File: config.mk
export PLATFORM = sky130hd
export DESIGN_NAME = vslc_sevseg_scan
export DESIGN_NICKNAME = d
export VERILOG_FILES = /design/src/rtl/vslc_sevseg_pkg.sv /design/src/rtl/vslc_sevseg_scan_hex_decode.sv /design/src/rtl/vslc_sevseg_scan.sv
export SDC_FILE = /design/constraint.sdc
export NUM_CORES = 1
export LEC_CHECK = 0
export BUFFER_PORTS_ARGS = -buffer_cell sky130_fd_sc_hd__clkbuf_2
export CAP_MARGIN = 20
export CORE_AREA = 2 2 68 70
export DETAILED_ROUTE_END_ITERATION = 12
export DIE_AREA = 0 0 70 72
export GPL_TIMING_DRIVEN = 1
export MAX_ROUTING_LAYER = met4
export PLACE_DENSITY_LB_ADDON = 0.25
export SKIP_CTS_REPAIR_TIMING = 1
export SYNTH_ARGS = -nofsm -noshare
export SYNTH_HDL_FRONTEND = slang
export SYNTH_HIERARCHICAL = 1
export SYNTH_SLANG_ARGS = --single-unit
File: constraint.sdc
create_clock -name clk -period 6.85 [get_ports clk]
set_clock_uncertainty 0.1 [all_clocks]
set_input_delay 0.685 -clock clk [delete_from_list [all_inputs] [get_ports clk]]
set_output_delay 0.685 -clock clk [all_outputs]
set_load 0.01 [all_outputs]
File: src/rtl/vslc_sevseg_pkg.sv
// Shared definitions for the dual-digit 7-segment scanner: state encoding,
// active-high hex segment table and the polarity-dependent "all off" pattern.
package vslc_sevseg_pkg;

  typedef enum logic [1:0] {
    SHOW_D0 = 2'd0,
    BLANK0  = 2'd1,
    SHOW_D1 = 2'd2,
    BLANK1  = 2'd3
  } state_t;

  // Segment order is {g,f,e,d,c,b,a}; a set bit lights the segment.
  localparam logic [6:0] HEX_SEG [16] = '{
    7'h3F, 7'h06, 7'h5B, 7'h4F, 7'h66, 7'h6D, 7'h7D, 7'h07,
    7'h7F, 7'h6F, 7'h77, 7'h7C, 7'h39, 7'h5E, 7'h79, 7'h71
  };

  function automatic logic [6:0] SEG_OFF(input logic active_low);
    return active_low ? 7'h7F : 7'h00;
  endfunction

endpackage

File: src/rtl/vslc_sevseg_scan_hex_decode.sv
// Combinational nibble to active-high 7-segment decoder.
module vslc_sevseg_hex_decode
  import vslc_sevseg_pkg::*;
(
  input  logic [3:0] nibble,
  output logic [6:0] seg
);

  assign seg = HEX_SEG[nibble];

endmodule

File: src/rtl/vslc_sevseg_scan.sv
// Two-digit multiplexed hex display driver with blanking gaps and a frame-aligned
// double buffer. Define VSLC_SEVSEG_LZB_EN to blank a leading-zero digit 1.
module vslc_sevseg_scan
  import vslc_sevseg_pkg::*;
#(
  parameter int SCAN_DIV     = 15,
  parameter int BLANK_CYCLES = 64,
  parameter int ACTIVE_LOW   = 1
) (
  input  logic       clk,
  input  logic       rst,
  input  logic [7:0] value,
  input  logic [1:0] dp_in,
  input  logic       load,
  output logic [6:0] seg,
  output logic       dp,
  output logic       digit_sel,
  output logic       frame_start
);

  localparam logic                POL        = (ACTIVE_LOW != 0);
  localparam logic [SCAN_DIV-1:0] SHOW_LAST  = '1;
  localparam logic [SCAN_DIV-1:0] BLANK_LAST = SCAN_DIV'(BLANK_CYCLES - 1);

  state_t              state, nxt;
  logic [SCAN_DIV-1:0] cnt;
  logic [7:0]          shadow, display, disp_next;
  logic [1:0]          shadow_dp, disp_dp, disp_dp_next;
  logic                frame_edge;
  logic [3:0]          nib;
  logic [6:0]          raw, seg_next;
  logic                dp_next, sel_next;

  vslc_sevseg_hex_decode u_dec (
    .nibble (nib),
    .seg    (raw)
  );

  always_comb begin
    nxt = state;
    unique case (state)
      SHOW_D0: if (cnt == SHOW_LAST)  nxt = BLANK0;
      BLANK0:  if (cnt == BLANK_LAST) nxt = SHOW_D1;
      SHOW_D1: if (cnt == SHOW_LAST)  nxt = BLANK1;
      BLANK1:  if (cnt == BLANK_LAST) nxt = SHOW_D0;
      default: nxt = BLANK1;
    endcase

    // Outputs are registered from the next state, so the value latched on
    // the frame edge must be forwarded straight from the shadow.
    frame_edge   = (state == BLANK1) && (nxt == SHOW_D0);
    disp_next    = frame_edge ? shadow    : display;
    disp_dp_next = frame_edge ? shadow_dp : disp_dp;
    nib          = (nxt == SHOW_D1) ? disp_next[7:4] : disp_next[3:0];

    seg_next = SEG_OFF(POL);
    dp_next  = POL;
    sel_next = digit_sel;
    unique case (nxt)
      SHOW_D0: begin
        seg_next = raw ^ {7{POL}};
        dp_next  = disp_dp_next[0] ^ POL;
        sel_next = 1'b0;
      end
      SHOW_D1: begin
        seg_next = raw ^ {7{POL}};
        dp_next  = disp_dp_next[1] ^ POL;
        sel_next = 1'b1;
`ifdef VSLC_SEVSEG_LZB_EN
        if (disp_next[7:4] == 4'h0 && !disp_dp_next[1]) begin
          seg_next = SEG_OFF(POL);
          dp_next  = POL;
        end
`endif
      end
      default: ;
    endcase
  end

  always_ff @(posedge clk) begin
    if (rst) begin
      state       <= BLANK1;
      cnt         <= '0;
      seg         <= SEG_OFF(POL);
      dp          <= POL;
      digit_sel   <= 1'b0;
      frame_start <= 1'b0;
      shadow      <= '0;
      shadow_dp   <= '0;
      display     <= '0;
      disp_dp     <= '0;
    end else begin
      state       <= nxt;
      cnt         <= (nxt != state) ? '0 : cnt + 1'b1;
      seg         <= seg_next;
      dp          <= dp_next;
      digit_sel   <= sel_next;
      frame_start <= frame_edge;
      display     <= disp_next;
      disp_dp     <= disp_dp_next;
      if (load) begin
        shadow    <= value;
        shadow_dp <= dp_in;
      end
    end
  end

endmodule

# Word level (Yosys, flattened, before mapping)
# Memory sizes are Yosys's and may differ from the RTL's.
# Cells that the tools add are included.
classes:
  addsub: 1
  multipliers: 0
  div_mod_pow: 0
  order_cmp: 1
  eq_ne: 7
  shift: 0
  mux: 12
  bitwise_logic: 5
  n_reduce_logical: 7
op_table:
  columns: ["cell", "n"]
  rows:
  - ["adder 15 x 1 -> 15 bit (second input constant)", 1]
  - ["== test 15 bit (second input constant)", 1]
  - ["== test 15 x 6 -> 1 bit (second input constant)", 1]
  - ["two-way mux 7 bit", 2]
  - ["two-way mux 2 bit", 5]
  - ["two-way mux 8 bit", 1]
  - ["case mux 2 bit (4 select lines)", 1]
  - ["inverter 7 bit", 1]
  - ["== test 2 bit (second input constant)", 3]
  - ["OR reduction 2 bit", 3]
  - [">= comparator 5 bit (second input constant)", 1]
  - ["inverter 4 -> 5 bit", 1]
  - ["zero test 2 bit", 2]
  - ["two-way mux 4 bit", 1]
  - ["case mux 1 bit (2 select lines)", 2]
  - ["inverter 1 bit", 3]
  - ["== test 2 x 1 -> 1 bit (second input constant)", 1]
  - ["!= test 2 bit", 1]
  - ["nonzero test 2 bit", 1]
  - ["logical AND 1 bit", 1]
totals:
  register_bits: 47
  latch_bits: 0
  ram_bits: 0
  romBits: 112
  in_bits: 13
  out_inout_bits: 10
  elab_cells: 44
  memories: 1
memory_table:
  columns: ["name", "depth", "word_bits", "read_ports", "rd_ports_with_merged_regs", "wr", "line", "source"]
  rows:
  - ["(name not given)", 16, 7, 1, 0, 0, "vslc_sevseg_scan_hex_decode.sv:9", "assign seg = HEX_SEG[nibble];"]

# Depth between registers and ports, before layout
# Gate-level depths: netlist of the first run.
logic_depth:
  ltp_word: 12
  mapped_depth: 12
  mapped_depth_nobuf: 10

# Cells and area by module
# The synthesis of the first run kept the hierarchy.
by_module_without_submodules:
  columns: ["mod", "n_inst", "cells_each", "area_each_um2"]
  rows:
  - ["vslc_sevseg_scan", 1, 224, 2004.4]
  - ["vslc_sevseg_hex_decode", 1, 33, 290.3]

# Worst setup path after synthesis of the first run
# No wires, ideal clock.
synth_timing:
  path_type: "register -> register"
  from: "reg cnt[10]"
  to: "reg seg[3]"
  setup_time_ps: 62
  arrival_ps: 2991
  required_ps: 6688
  slack_ps: 3697
  stages_incl_launch_ff: 11
  path_buffers: 2
  synth_period_minus_slack_ps: 3153
  path_cell_list: "dfxtp_1 > or4_4 > or4_1 > buf_2 > buf_6 > mux2i_1 > o2111a_1 > inv_1 > ha_1 > mux4_1 > nand2_1"
synth_via:
  elab_chain_len: 12
  elab_cells_between_ends: 20
  classes_between: "eq/ne: 3; mux: 9; bitwise: 3; reduce/logical: 4; memory: 1"
synth_lines:
  columns: ["element", "line", "source"]
  rows:
  - ["from (decl)", "vslc_sevseg_scan.sv:26", "logic [SCAN_DIV-1:0] cnt;"]
  - ["from (signal assigned)", "vslc_sevseg_scan.sv:94", "cnt <= (nxt != state) ? '0 : cnt + 1'b1;"]
  - ["== test 15 x 6 -> 1 bit or == test 15 bit (tied branches)", null, null]
  - ["two-way mux 2 bit (on tied branches)", null, null]
  - ["case mux 2 bit (4 select lines) (*)", "vslc_sevseg_scan.sv:41", "unique case (state)"]
  - ["zero test 2 bit", "vslc_sevseg_scan.sv:51", "frame_edge = (state == BLANK1) && (nxt == SHOW_D0);"]
  - ["logical AND 1 bit", "vslc_sevseg_scan.sv:51", null]
  - ["two-way mux 8 bit", "vslc_sevseg_scan.sv:52", "disp_next = frame_edge ? shadow : display;"]
  - ["two-way mux 4 bit (*)", "vslc_sevseg_scan.sv:54", "nib = (nxt == SHOW_D1) ? disp_next[7:4] : disp_next[3:0];"]
  - ["named net nib[0]", "vslc_sevseg_scan.sv:30", "logic [3:0] nib;"]
  - ["inverter 4 -> 5 bit (not written as such) (*)", "vslc_sevseg_scan_hex_decode.sv:9", null]
  - ["memory read (16 x 7 bit) (*)", null, null]
  - ["two-way mux 7 bit (not written as such) (*) (2 in series)", "vslc_sevseg_scan_hex_decode.sv:9", null]
  - ["named net raw[3]", "vslc_sevseg_scan.sv:31", "logic [6:0] raw, seg_next;"]
  - ["inverter 7 bit (no source line) (*)", null, null]
  - ["to (signal assigned)", "vslc_sevseg_scan.sv:84", "seg <= SEG_OFF(POL);"]
  - ["to (signal assigned)", "vslc_sevseg_scan.sv:95", "seg <= seg_next;"]
  - ["to (decl)", "vslc_sevseg_scan.sv:15", "output logic [6:0] seg,"]
# The timed path passes the listed nets; every way through them passes the cells marked *. The select of a mux whose other input is x is not followed.
# A chain may end at the register's enable or synchronous reset.

# Worst setup path after layout of the first run
# Same ends and word-level chain as after synthesis.

==> flow_summary_export.csv, run 1 <==
group,metric,value,unit
synth,syn_inst,257,
routing,route.detailed.drc,0,
worst_setup_path,r2r_start,"cnt[10]",
sta,timing.setup.tns,0,ns
finish,nNetsFinal,294,
synth,ys_seq_elements,47,
worst_setup_path,end_kind,"register",
place,gp_congestion,0.896,
grt,grtUsageMet1,24.9,%
floorplan,dieArea,5040,sq um
grt,grt.busiest_layer,"met2",
grt,grt_pass1_vias,1632,
worst_setup_path,cp-start-kind,"register",
grt,grt_overflow,0,
cts,cts_buffers,5,
routing,first_pass_iters,4,
run_status,outcome,"complete, no violations",
grt,use_met2,29.3,%
synth,ys_async_sr_fraction,0,%
grt,grt_max_degree,25,
sta,finalCritPeriodShare,52.2,%
cts,clk_latency,0.30,ns
worst_setup_path,path_class,"reg -> reg",
grt,use_met3,4.58,%
synth,ys_seq_area_share,41.0,%
finish,stdcell_area,2520,sq um
power_and_ir_drop,power_density,198,nW/um^2
worst_hold_path,min_to,"cnt[0]",
routing,wl_per_cell,13.5,um
synth,avgSynthCellArea,8.93,sq um
floorplan,die_h,72,um
cts,cts.sinks,47,
place,placed_area,2400,sq um
cts,cts_buffer_depth,2,
worst_hold_path,hold_path_class,"reg -> reg",
routing,vias_per_cell,5.54,
sta,slew_violations,0,
sta,hold_viol_final,0,
floorplan,core_area,4260,sq um
sta,timing.fmax,280,MHz
routing,drtAntennaViolNets,0,
grt,antenna_found_initial,0,
finish,final_common_cell,"dfxtp_1",
place,port_buffers,22,
power_and_ir_drop,max-vdd-ir-drop,0.0000942,V
finish,area_growth,9.71,%
sta,finalSetupViolations,0,
cts,clk_pin_slew,0.09,ns
routing,wl,4390,um
synth,yosysWarnings,6,
synth,synth_ff_type,"dfxtp_1",
sta,finalCriticalPeriod,3.57,ns
finish,nFillCells,377,
floorplan,die_x,70,um
worst_hold_path,hold_depth,1,
sta,worst_slew_pin_slew,0.826,ns
grt,grt.total_usage,19.3,%
worst_setup_path,crit_arrival,3.72,ns
run,maxCapViolCount,0,
worst_setup_path,timing.rr.end,"seg[3]",
cts,cts-root-buf,"clkbuf_8",
power_and_ir_drop,total_power,0.000497,W
routing,vias,1799,
cts,htree_levels,2,
cts,cts_tree,"built",
grt,grt_pass1_wl,7550,um
sta,rsz0062_at_grt,"no",
worst_setup_path,worstRegToRegCells,8,
synth,syn-cell-area,2290,sq um
worst_hold_path,hp-start,"cnt[0]",
synth,syn-num-nets,278,
power_and_ir_drop,power_leakage,1.00,nW
worst_setup_path,worstPathRequired,6.99,ns
finish,diodes,0,
synth,yosysUniqueCellTypes,42,
sta,max-slew-margin-rel,44.9,%
floorplan,num_io_pins,23,
finish,layout-drive-gt1-share,13.6,%
place,dp_hpwl,2960,um
routing,drt-initial-drc-count,164,
worst_setup_path,ff2ff_setup_slack,3.28,ns
floorplan,start_util,53.8,%
finish,final_cell_mix,"dfxtp_1 (47), nor2_1 (31), clkbuf_2 (22)",
worst_setup_path,critPathMaxFanout,24,
synth,synth_edf_count,0,
floorplan,rows,24,
[routing by layer]
layer	wire, um	vias up
li1	-	937
met1	2140	814
met2	2000	43
met3	203	5
met4	46	0
met5	0	-
[how the worst max path moves through the flow]
stage                     endpoint    start  slack [ns]
final                       seg[3]  cnt[10]        3.28
after floorplan             seg[3]  cnt[10]        3.70
after global placement      seg[3]  cnt[10]        3.38
after detailed placement    seg[3]  cnt[10]        3.29
after CTS                   seg[3]  cnt[10]        3.28
after global routing        seg[3]   cnt[0]        3.01
[layout make-up]
type | instances | area, sq um | area share, %
timing repair buffer | 25 | 133 | 5.27
clock inverter | 2 | 37.5 | 1.49
inverter | 11 | 41.3 | 1.64
sequential | 47 | 941 | 37.4
multi-input combinational | 183 | 1230 | 48.9
clock buffer | 5 | 68.8 | 2.73
tap | 52 | 65.1 | 2.58
[power by group]
group / internal [W] / total [W] / leakage [nW] / switching, W
Combinational: 0.00000808 / 0.0000175 / 0.569 / 0.00000947
Sequential: 0.000278 / 0.000281 / 0.382 / 0.00000339
Clock: 0.000107 / 0.000198 / 0.0502 / 0.0000918
[sequential cells by signal, summed over array words and instances, names as in the netlist]
signal       flops
shadow_dp        2
cnt             15
disp_dp          2
state            2
digit_sel        1
shadow           8
display          8
dp               1
seg              7
frame_start      1
[Yosys cell counts (2+ instances only)]
cell type / number / area, sq um
nor3_1: 6 / 30.0
nand3_1: 15 / 75.1
and3_1: 4 / 25.0
or3_1: 4 / 25.0
nand3b_1: 5 / 37.5
dfxtp_1: 47 / 941
clkbuf_1: 11 / 41.3
ha_1: 8 / 100
xnor2_1: 7 / 61.3
a21oi_1: 16 / 80.1
nand4b_1: 2 / 17.5
mux2i_1: 19 / 190
buf_6: 2 / 22.5
nand2_1: 15 / 56.3
buf_2: 2 / 10.0
nand4_1: 4 / 25.0
mux2_2: 2 / 22.5
o31ai_1: 2 / 15.0
o2111a_1: 4 / 45.0
nor4_1: 3 / 18.8
xor2_1: 5 / 43.8
or4_1: 5 / 37.5
nor2_1: 31 / 116
inv_1: 11 / 41.3
o21ai_0: 10 / 50.1
[cell families after synthesis]
kind of cell	count (synthesis)	share of synthesized area, %
AOI/OAI and AO/OA	39	10.9
xor gates and xnor gates	12	4.58
adders and majority gates	8	4.36
buffers and inverters	27	5.34
DFF	47	41.0
muxes	23	11.1
and+or+nand+nor	101	22.7
[critical path, stage by stage, from the launching register on]
cell,delay [ns]
dfxtp_1,0.37
or4_4,0.56
or4_1,0.92
mux2i_1,0.28
o2111a_1,0.29
inv_1,0.12
ha_1,0.33
mux4_1,0.50
nand2_1,0.07
[per-stage QoR]
stage | hold WS (ns) | cells | util (%) | worst slack, ns
final | 0.350 | 325 | 59.0 | 3.28
after global routing | 0.389 | 325 | 59.0 | 3.01
after CTS | 0.357 | 324 | 58.9 | 3.28
after detailed placement | 0.343 | 317 | 56.4 | 3.29
after global placement | 0.324 | 317 | 56.4 | 3.38
after floorplan | 0.313 | 257 | - | 3.70
No activity file was read; power rests on OpenSTA's default activity.
==> run 2, diff against run 1 <==
- clock period: 6.85 -> 3.5 ns (I/O delays scaled with it)
==> run 2 against run 1 <==
- design area is 1.1% higher
- clock-buffer cell count stayed put
- wire length is 4.9% higher
- sequential share of layout area is 0.42 points lower
- die area stayed put
- via count is 1.7% higher
- register-to-register slack worse by 3.0 ns
- hold slack worse by 0.17 ns
- critical path type unchanged
- critical endpoint unchanged
==> flow_summary_export.csv, run 2 (synthesis results as in run 1) <==
group,metric,value,unit
run_status,outcome,"complete, no violations",
worst_setup_path,path_class,"reg -> reg",
floorplan,core_area,4260,sq um
power_and_ir_drop,power_leakage,1.02,nW
sta,rsz0062_at_grt,"no",
grt,antenna_found_initial,0,
cts,clk_pin_slew,0.10,ns
finish,diodes,0,
grt,grt_overflow,0,
sta,fin_ws,0.292,ns
worst_setup_path,crit_family,"simple AND/OR/NAND/NOR gates",
power_and_ir_drop,max-vdd-ir-drop,0.000204,V
place,dpl_worst_slack,0.126,ns
worst_setup_path,worstPathRequired,3.64,ns
worst_setup_path,path_cells,"or4_1, or4_4, mux2i_1, o2111a_1, inv_1, ha_1, mux4_1, nand2_1",
cts,cts.sinks,47,
cts,cts_tree,"built",
floorplan,dieArea,5040,sq um
cts,clk_latency,0.30,ns
worst_setup_path,slowest_delay,0.64,ns
sta,timing.fmax,312,MHz
finish,regMostFlops,"cnt",
routing,vias,1830,
floorplan,num_io_pins,23,
finish,nNetsFinal,299,
worst_setup_path,crit_arrival,3.35,ns
sta,finalCriticalPeriod,3.21,ns
finish,final_cell_mix,"dfxtp_1 (47), nor2_1 (31), clkbuf_2 (22)",
sta,slew_violations,0,
worst_setup_path,end_kind,"register",
sta,finalSetupViolations,0,
place,port_buffers,22,
floorplan,rows,24,
grt,grt_pass1_vias,1710,
finish,layout-drive-gt1-share,15.8,%
grt,grt_pass1_wl,7790,um
cts,cts_buffer_depth,2,
finish,final_common_cell,"dfxtp_1",
grt,grt_max_degree,24,
cts,cts-root-buf,"clkbuf_8",
power_and_ir_drop,power_density,361,nW/um^2
worst_hold_path,hold_path_class,"in -> reg",
sta,worst_slew_pin_slew,0.685,ns
routing,drt-initial-drc-count,163,
place,gp_congestion,0.908,
routing,wl_per_cell,13.9,um
run,maxCapViolCount,0,
finish,area_growth,11.0,%
cts,htree_levels,2,
worst_setup_path,worst-path-buf-inv,1,
floorplan,die_h,72,um
place,dp_hpwl,3140,um
worst_setup_path,cp-start-kind,"register",
worst_setup_path,critPathMaxFanout,13,
grt,grt.total_usage,19.6,%
routing,vias_per_cell,5.53,
sta,finalCritPeriodShare,91.7,%
routing,drtAntennaViolNets,0,
sta,timing.setup.tns,0,ns
sta,hold_viol_final,0,
routing,first_pass_iters,4,
cts,cts_buffers,5,
floorplan,start_util,53.8,%
worst_setup_path,critPathSlowestCell,"or4_4",
finish,top_regs,"cnt: 15 flops, display: 8 flops, shadow: 8 flops",
routing,route.detailed.drc,0,
routing,wl,4600,um
sta,max-slew-margin-rel,54.4,%
finish,largest_register_ffs,15,
floorplan,die_x,70,um
==> run 2: cell type report <==
type	count	area [sq um]
clock inverter	3	25.0
timing repair buffer	30	170
clock buffer	5	68.8
inverter	11	41.3
tap	52	65.1
sequential	47	941
multi-input combinational	183	1230
fill	373	1720
==> run 2: path summary, 6_finish.rpt <==
check | from | end | slack [ns] | cells after the start
setup / recovery | cnt[11] | seg[3] | 0.29 | 8
hold / removal | value[2] | shadow[2] | 0.18 | 3
setup reg to reg | cnt[11] | seg[3] | 0.29 | 8
hold reg to reg | cnt[0] | cnt[0] | 0.36 | 1
==> run 2: worst min-delay path, delay by kind of cell <==
kind                   cells  cell delay, ns
buffers and inverters      1            0.07
multiplexers               1            0.05
AND/OR/NAND/NOR            1            0.07
==> run 2: stage by stage <==
stage | hold WS, ns | utilization (%) | instance area [sq um] | std cells | total power, W
2_1_floorplan | 0.313 | - | 2290 | 257 | 0.000585
3_3_place_gp | 0.322 | 57.2 | 2440 | 322 | 0.000596
3_5_place_dp | 0.350 | 57.2 | 2440 | 322 | 0.000598
4_1_cts | 0.176 | 59.4 | 2530 | 330 | 0.000929
5_1_grt | 0.199 | 59.7 | 2550 | 331 | 0.000953
6_report | 0.176 | 59.7 | 2550 | 331 | 0.000919
==> run 2: power by group <==
group / switching [W] / internal [W]
combinational: 0.0000192 / 0.0000158
clock: 0.000189 / 0.000143
sequential: 0.00000720 / 0.000544
==> run 2: routing by layer <==
layer	vias to the layer above	share of wire [%]	global-route usage [%]
li1	945	-	-
met1	839	48	24.9
met2	37	47	31.1
met3	9	3.7	3.75
met4	0	1.5	7.48
met5	-	0	-
